===== config.mk =====
export PLATFORM = sky130hd
export DESIGN_NAME = uart_recv
export DESIGN_NICKNAME = d
export VERILOG_FILES = /design/src/rtl/uart_recv.sv
export SDC_FILE = /design/constraint.sdc
export NUM_CORES = 1
export LEC_CHECK = 0
export CAP_MARGIN = 20
export CORE_MARGIN = 3
export CORE_UTILIZATION = 33
export CTS_CLUSTER_SIZE = 40
export DETAILED_ROUTE_END_ITERATION = 12
export GPL_TIMING_DRIVEN = 0
export PLACE_DENSITY = 0.47
export SETUP_SLACK_MARGIN = 0.15
export SKIP_CTS_REPAIR_TIMING = 1
export SLEW_MARGIN = 20
export SYNTH_ARGS = -nofsm -noshare
export SYNTH_HDL_FRONTEND = slang
export SYNTH_SLANG_ARGS = --single-unit

===== constraint.sdc =====
create_clock -name CLK -period 2.9 [get_ports CLK]
set_clock_uncertainty 0.2 [all_clocks]
set_input_delay 0.58 -clock CLK [delete_from_list [all_inputs] [get_ports CLK]]
set_output_delay 0.58 -clock CLK [all_outputs]
set_load 0.02 [all_outputs]

===== src/rtl/uart_recv.sv =====
// uart_recv: 8N1 UART receiver. It synchronises RXD, samples each bit at its centre and strobes DATA_READY or FRAME_ERROR.
// Optional build macro UART_RECV_MAJORITY_EN: 2-of-3 majority vote around each sample point, decided one clock later.
module uart_recv #(
  parameter int CLKS_PER_BIT = 27
) (
  input  logic       CLK,
  input  logic       RST,
  input  logic       RXD,
  output logic [7:0] DATA,
  output logic       DATA_READY,
  output logic       FRAME_ERROR,
  output logic       IDLE
);
  localparam int CW   = $clog2(CLKS_PER_BIT);
  localparam int HALF = CLKS_PER_BIT / 2;
`ifdef UART_RECV_MAJORITY_EN
  // Voting needs centre+1, so the start decision and everything after it shifts one clock.
  localparam int START_CHK = HALF;
`else
  localparam int START_CHK = HALF - 1;
`endif
  localparam logic [CW-1:0] START_LAST = CW'(START_CHK);
  localparam logic [CW-1:0] BIT_LAST   = CW'(CLKS_PER_BIT - 1);
  localparam logic [CW-1:0] ONE        = CW'(1);

  typedef enum logic [2:0] {S_IDLE, S_START, S_DATA, S_STOP, S_BREAK} state_t;

  state_t        state;
  logic          rxd_m, rxd_s;
  logic [CW-1:0] cnt;
  logic [2:0]    idx;
  logic [7:0]    shreg;
  logic          bit_val;

`ifdef UART_RECV_MAJORITY_EN
  logic rxd_p1, rxd_p2;

  always_ff @(posedge CLK) begin
    if (RST) begin
      rxd_p1 <= 1'b1;
      rxd_p2 <= 1'b1;
    end else begin
      rxd_p1 <= rxd_s;
      rxd_p2 <= rxd_p1;
    end
  end

  assign bit_val = (rxd_s & rxd_p1) | (rxd_s & rxd_p2) | (rxd_p1 & rxd_p2);
`else
  assign bit_val = rxd_s;
`endif

  always_ff @(posedge CLK) begin
    if (RST) begin
      rxd_m       <= 1'b1;
      rxd_s       <= 1'b1;
      state       <= S_IDLE;
      cnt         <= '0;
      idx         <= '0;
      shreg       <= '0;
      DATA        <= '0;
      DATA_READY  <= 1'b0;
      FRAME_ERROR <= 1'b0;
      IDLE        <= 1'b1;
    end else begin
      rxd_m       <= RXD;
      rxd_s       <= rxd_m;
      DATA_READY  <= 1'b0;
      FRAME_ERROR <= 1'b0;
      case (state)
        S_IDLE: begin
          if (!rxd_s) begin
            state <= S_START;
            cnt   <= '0;
            IDLE  <= 1'b0;
          end
        end
        S_START: begin
          if (cnt == START_LAST) begin
            cnt <= '0;
            idx <= '0;
            if (!bit_val) begin
              state <= S_DATA;
            end else begin
              // A start bit that is gone by its centre is a glitch.
              state <= S_IDLE;
              IDLE  <= 1'b1;
            end
          end else begin
            cnt <= cnt + ONE;
          end
        end
        S_DATA: begin
          if (cnt == BIT_LAST) begin
            cnt   <= '0;
            shreg <= {bit_val, shreg[7:1]};
            idx   <= idx + 3'd1;
            if (idx == 3'd7) state <= S_STOP;
          end else begin
            cnt <= cnt + ONE;
          end
        end
        S_STOP: begin
          if (cnt == BIT_LAST) begin
            cnt <= '0;
            if (bit_val) begin
              DATA       <= shreg;
              DATA_READY <= 1'b1;
              state      <= S_IDLE;
              IDLE       <= 1'b1;
            end else begin
              FRAME_ERROR <= 1'b1;
              state       <= S_BREAK;
            end
          end else begin
            cnt <= cnt + ONE;
          end
        end
        S_BREAK: begin
          // Hold off until the line returns high so a held-low break cannot retrigger.
          if (rxd_s) begin
            state <= S_IDLE;
            IDLE  <= 1'b1;
          end
        end
        default: begin
          state <= S_IDLE;
          IDLE  <= 1'b1;
        end
      endcase
    end
  end
endmodule

* Word level (Yosys, flattened, before mapping)
Cells that the tools add are included.
** Word-level totals
- Register bits :: 32
- Input bits :: 3
- Output and inout port bits :: 11
- Word-level logic and storage cells :: 62
** Operators by class
- Add/subtract/negate cells :: 2
- Equality and inequality tests :: 13
- Mux-type cells :: 23
- Bitwise gates (word level) :: 3
- Reduce and logical (&&, ||, !) cells :: 11
** Operator list (count)
- 3-bit two-way mux :: 9
- 5-bit two-way mux :: 3
- 3-bit one-hot mux with 5 select lines :: 1
- 5-bit one-hot mux with 3 select lines :: 1
- 2-bit != test (second input constant) :: 6
- 3-bit by 2-bit equality test with 1-bit output (second input constant) :: 2
- 3-bit equality test (second input constant) :: 2
- 1-bit two-way mux :: 6
- 3-bit one-hot mux with 2 select lines :: 1
- 3-bit AND reduction :: 2
- 6-bit AND reduction :: 1
- 5-bit by 1-bit adder with 5-bit output (second input constant) :: 1
- 5-bit by 4-bit equality test with 1-bit output (second input constant) :: 1
- 5-bit equality test (second input constant) :: 1
- 1-bit one-hot mux with 5 select lines :: 1
- 2-bit AND reduction :: 2
- 4-bit AND reduction :: 1
- 3-bit by 1-bit adder with 3-bit output (second input constant) :: 1
- 3-bit by 1-bit equality test with 1-bit output (second input constant) :: 1
- 3-bit logical NOT :: 1
- 1-bit NOT :: 3
- 3-bit nonzero test :: 1
- 3-bit OR reduction :: 1
- 2-bit two-way mux :: 1
- 2 further kinds :: 2

* Depth between registers and ports, before layout
- Depth in word-level cells :: 4
- Depth in mapped cells :: 8
- Mapped depth without buffers :: 6

* Worst setup path before layout
OpenSTA, ideal clock, no wires.
- Kind :: register to register
- Start :: reg cnt[0]
- End :: reg DATA[4]
- Setup time :: 0.128 ns
- Arrival time :: 1.390 ns
- Required time :: 2.572 ns
- Path slack :: 1.183 ns
- Cell stages (with the launch flop) :: 8
- Path buffers :: 1
- Period minus slack after synthesis :: 1.717 ns
- Path through :: dfxtp_1 > inv_1 > ha_1 > nand4b_4 > nor4_4 > buf_6 > mux2i_1 > nor2_1
** On the way
- Cells in the longest elaborated chain, start to end :: 2
** RTL lines
- from (decl) :: RTL line 30 : logic [CW-1:0] cnt;
- from (signal assigned) :: RTL line 90 : cnt <= cnt + ONE;
- from (signal assigned) :: RTL line 100 : cnt <= cnt + ONE;
- from (signal assigned) :: RTL line 116 : cnt <= cnt + ONE;
- 5-bit equality test :: RTL line 104 : if (cnt == BIT_LAST) begin
- 3-bit AND reduction (no source line)
- to (signal assigned) :: RTL line 107 : DATA <= shreg;
- to (decl) :: RTL line 9 : output logic [7:0] DATA,
Every way passes these cells.
A chain may end at the register's enable or synchronous reset.

* Worst setup path after layout
- Start :: reg IDLE
- End :: out IDLE
** RTL lines
- from (decl) :: RTL line 12 : output logic IDLE
- from (signal assigned) :: RTL line 64 : IDLE <= 1'b1;
- from (signal assigned) :: RTL line 75 : IDLE <= 1'b0;
- from (signal assigned) :: RTL line 87 : IDLE <= 1'b1;
No word-level cell between the ends.

==> flow_results.xml <==
<?xml version="1.0" encoding="UTF-8"?>
<metrics>
  <group name="run_status">
    <metric name="run_status" unit="">completed</metric>
  </group>
  <group name="clock_tree">
    <metric name="tritoncts_clock_tree" unit="">done</metric>
    <metric name="cts-htree-levels" unit="">2</metric>
    <metric name="clock-sinks" unit="">32</metric>
    <metric name="cts_buffer_depth" unit="">2</metric>
    <metric name="clk_root_buffer_cell" unit="">clkbuf_8</metric>
    <metric name="clock_transition_at_the_register_clock_pins_on_the_worst_setup_and_hold_paths_after_cts" unit="ns">0.06</metric>
    <metric name="tritoncts.num_buffers" unit="">5</metric>
    <metric name="clkLatencyLatePin" unit="ns">0.28</metric>
  </group>
  <group name="drt">
    <metric name="number_of_nets_with_antenna_violations_after_detailed_routing" unit="">0</metric>
    <metric name="detailedRoute.firstIterationViolations" unit="">69</metric>
    <metric name="detailedRoute.firstPassIterationCount" unit="">4</metric>
    <metric name="drt-total-wl" unit="um">2990</metric>
    <metric name="detailroute.via_count" unit="">1164</metric>
    <metric name="drc" unit="">0</metric>
    <metric name="via_per_inst" unit="">5.11</metric>
    <metric name="wl_per_cell" unit="um">13.1</metric>
  </group>
  <group name="timing">
    <metric name="min_period_over_period" unit="%">70.1</metric>
    <metric name="worst-slew-pin-transition" unit="ns">0.478</metric>
    <metric name="final.setup.tns" unit="ns">0</metric>
    <metric name="fmax" unit="GHz">0.492</metric>
    <metric name="slew_headroom" unit="%">68.1</metric>
    <metric name="timing_max_transition_violations_final" unit="">0</metric>
    <metric name="setup_viol" unit="">0</metric>
    <metric name="period_needed" unit="ns">2.03</metric>
    <metric name="rsz0062_at_grt" unit="">no</metric>
    <metric name="finalHoldViolations" unit="">0</metric>
  </group>
  <group name="floorplanning">
    <metric name="dieWidth" unit="um">72.4</metric>
    <metric name="area_of_the_die" unit="um2">5240</metric>
    <metric name="die_y" unit="um">72.4</metric>
    <metric name="row_count" unit="">23</metric>
    <metric name="fp.coreArea" unit="um2">4120</metric>
    <metric name="top_level_ports" unit="">14</metric>
    <metric name="initial_utilization" unit="%">35.3</metric>
  </group>
  <group name="logic_synthesis">
    <metric name="yosys_warnings" unit="">0</metric>
    <metric name="mappedNetlistNets" unit="">165</metric>
    <metric name="yosys_register_bits" unit="">32</metric>
    <metric name="yosys.cell_types.count" unit="">38</metric>
    <metric name="synth-async-reset-ratio" unit="%">0</metric>
    <metric name="netlist.area_leader.share" unit="%">44.1</metric>
    <metric name="biggest_area_consumer_among_synthesized_cells" unit="">dfxtp_1</metric>
    <metric name="synth_sequential_area_ratio" unit="%">44.1</metric>
    <metric name="ys.flop_type" unit="">dfxtp_1</metric>
    <metric name="synthTopCellsByArea" unit="">dfxtp_1 (44%), mux2i_1 (5.5%), nor2_1 (5.2%)</metric>
    <metric name="post_synth.cell_area_avg" unit="um2">9.26</metric>
    <metric name="synthesis.instances" unit="">157</metric>
    <metric name="post_synthesis_instance_area" unit="um2">1450</metric>
    <metric name="synth_enable_flop_cells" unit="">0</metric>
  </group>
  <group name="global_routing">
    <metric name="grt_first_pass_wirelength" unit="um">5290</metric>
    <metric name="first_global_vias" unit="">1091</metric>
    <metric name="antenna_violations_before_repair" unit="">0</metric>
    <metric name="grt_util_all_layers" unit="%">13.0</metric>
    <metric name="grt_start_max_net_pins" unit="">11</metric>
    <metric name="grt.overflow.total" unit="">0</metric>
  </group>
  <group name="layout">
    <metric name="layout.nets" unit="">185</metric>
    <metric name="leading_cell_types_in_the_layout_fill_and_taps_excluded" unit="">dfxtp_1 (32), nor2_1 (20), a21oi_1 (13), clkdlybuf4s50_1 (13)</metric>
    <metric name="final-instance-count-excl-fill" unit="">228</metric>
    <metric name="num_antenna_cells" unit="">0</metric>
    <metric name="nFillCells" unit="">411</metric>
    <metric name="syn_to_final_growth" unit="%">21.9</metric>
    <metric name="finalCoreUtilization" unit="%">43.1</metric>
    <metric name="layout_cells_sized_above_1" unit="%">12.9</metric>
    <metric name="design_area" unit="um2">1770</metric>
    <metric name="seqCellArea" unit="um2">641</metric>
    <metric name="combined_area_of_the_multi_input_logic_cells" unit="um2">726</metric>
    <metric name="final_common_cell" unit="">dfxtp_1</metric>
  </group>
  <group name="place">
    <metric name="detailedPlacementHpwl" unit="um">2060</metric>
    <metric name="placedInstanceArea" unit="um2">1650</metric>
    <metric name="input_output_buffers" unit="">13</metric>
    <metric name="dp_cells" unit="">220</metric>
    <metric name="gpl.final_weighted_congestion" unit="">0.755</metric>
  </group>
  <group name="worst_setup_path">
    <metric name="r2r_cells" unit="">8</metric>
    <metric name="critPathRequiredTime" unit="ns">2.12</metric>
    <metric name="crit_start" unit="">IDLE$_SDFFE_PP1P_</metric>
    <metric name="rr_startpoint" unit="">cnt[0]$_SDFFE_PP0P_</metric>
    <metric name="cp.buffers_inverters" unit="">1</metric>
    <metric name="timing.critical_path.to_type" unit="">output pin</metric>
    <metric name="cells_along_the_critical_path" unit="">clkdlybuf4s50_1</metric>
    <metric name="worst-endpoint-arrival" unit="ns">1.25</metric>
    <metric name="crit_cells" unit="">1</metric>
    <metric name="r2r-end" unit="">idx[2]$_SDFFE_PP0P_</metric>
    <metric name="critical_path.startpoint_type" unit="">flop</metric>
    <metric name="cpMaxStageDelayCell" unit="">clkdlybuf4s50_1</metric>
    <metric name="worstSetupPathType" unit="">flop to output pin</metric>
    <metric name="timing.critical_path.max_delay_family" unit="">buffers and inverters</metric>
    <metric name="slack_of_the_worst_reg_to_reg_path" unit="ns">0.99</metric>
    <metric name="timing.critical_path.to" unit="">IDLE</metric>
    <metric name="cpPeakStageDelay" unit="ns">0.61</metric>
    <metric name="critPathMaxFanout" unit="">3</metric>
  </group>
  <group name="power">
    <metric name="power.leakage" unit="nW">0.639</metric>
    <metric name="max-vdd-ir-drop" unit="mV">0.328</metric>
    <metric name="power_density" unit="nW/um2">534</metric>
  </group>
  <group name="run">
    <metric name="max-cap-violations" unit="">0</metric>
  </group>
  <group name="hold_path">
    <metric name="hold_path.class" unit="">flop to flop</metric>
  </group>
</metrics>
-- per-stage QoR --
stage	setup WS [ns]	power [mW]	hold slack, ns
after CTS	0.830	0.961	0.222
after detailed placement	0.529	0.495	0.208
after global routing	0.717	0.984	0.237
after global placement	0.590	0.494	0.196
after floorplan	1.18	0.483	0.189
final	0.866	0.947	0.216
-- final cells by class --
class | instances | area share, %
tap | 50 | 3.53
clock buffer | 7 | 5.43
multi-input combinational | 108 | 40.9
sequential | 32 | 36.1
timing repair buffer | 13 | 7.34
inverter | 5 | 1.06
buffer | 12 | 3.88
clock inverter | 1 | 1.69
-- how the worst min path moves through the flow --
stage / cells past startpoint / startpoint / endpoint / slack (ns)
finish: 1 / rxd_m$_SDFF_PP1_ / bit_val$_SDFF_PP1_ / 0.22
global route: 1 / rxd_m$_SDFF_PP1_ / bit_val$_SDFF_PP1_ / 0.24
CTS: 1 / rxd_m$_SDFF_PP1_ / bit_val$_SDFF_PP1_ / 0.22
detailed placement: 1 / rxd_m$_SDFF_PP1_ / bit_val$_SDFF_PP1_ / 0.21
global placement: 1 / rxd_m$_SDFF_PP1_ / bit_val$_SDFF_PP1_ / 0.20
floorplan: 1 / rxd_m$_SDFF_PP1_ / bit_val$_SDFF_PP1_ / 0.19
-- report_power, final --
group / internal [mW] / switching, mW / total, mW
Sequential: 0.444 / 0.00305 / 0.447
Combinational: 0.0147 / 0.0230 / 0.0377
Clock: 0.303 / 0.159 / 0.462
Total: 0.762 / 0.185 / 0.947
-- metal layers --
layer  global-route usage (%)  vias to the layer above  part of all wire (%)
li1                         -                      586                     -
met1                     18.9                      544                    51
met2                     18.0                       30                    42
met3                     3.32                        4                   5.2
met4                     5.53                        0                   1.5
met5                        0                        -                     0
-- Yosys cell counts (2+ instances only) --
library cell	n
dfxtp_1	32
nor2_1	20
a21oi_1	13
nand2_1	12
nand3_1	12
mux2i_1	8
ha_1	5
inv_1	5
nor3_1	4
xnor2_1	4
a211oi_1	3
buf_2	3
buf_4	3
clkbuf_1	3
nor4_1	3
nand4b_1	2
o211ai_1	2
or2_2	2
or3b_1	2
-- registers in the layout (all words and copies together), names as in the netlist --
register / count
cnt: 5
DATA_READY: 1
FRAME_ERROR: 1
idx: 3
state: 3
IDLE: 1
DATA: 8
rxd_m: 1
bit_val: 1
shreg: 8
-- cell families (layout without fill, tap and decap cells) --
kind of cell / after synthesis / count (layout) / share of synthesized area, %
xor gates and xnor gates: 4 / 4 / 2.41
adders and majority gates: 6 / 6 / 4.99
DFF: 32 / 32 / 44.1
AOI/OAI and AO/OA: 25 / 25 / 11.2
buffers and inverters: 17 / 38 / 6.02
and+or+nand+nor: 64 / 64 / 25.0
muxes: 9 / 9 / 6.28
Power figures use the tool's default switching activity.
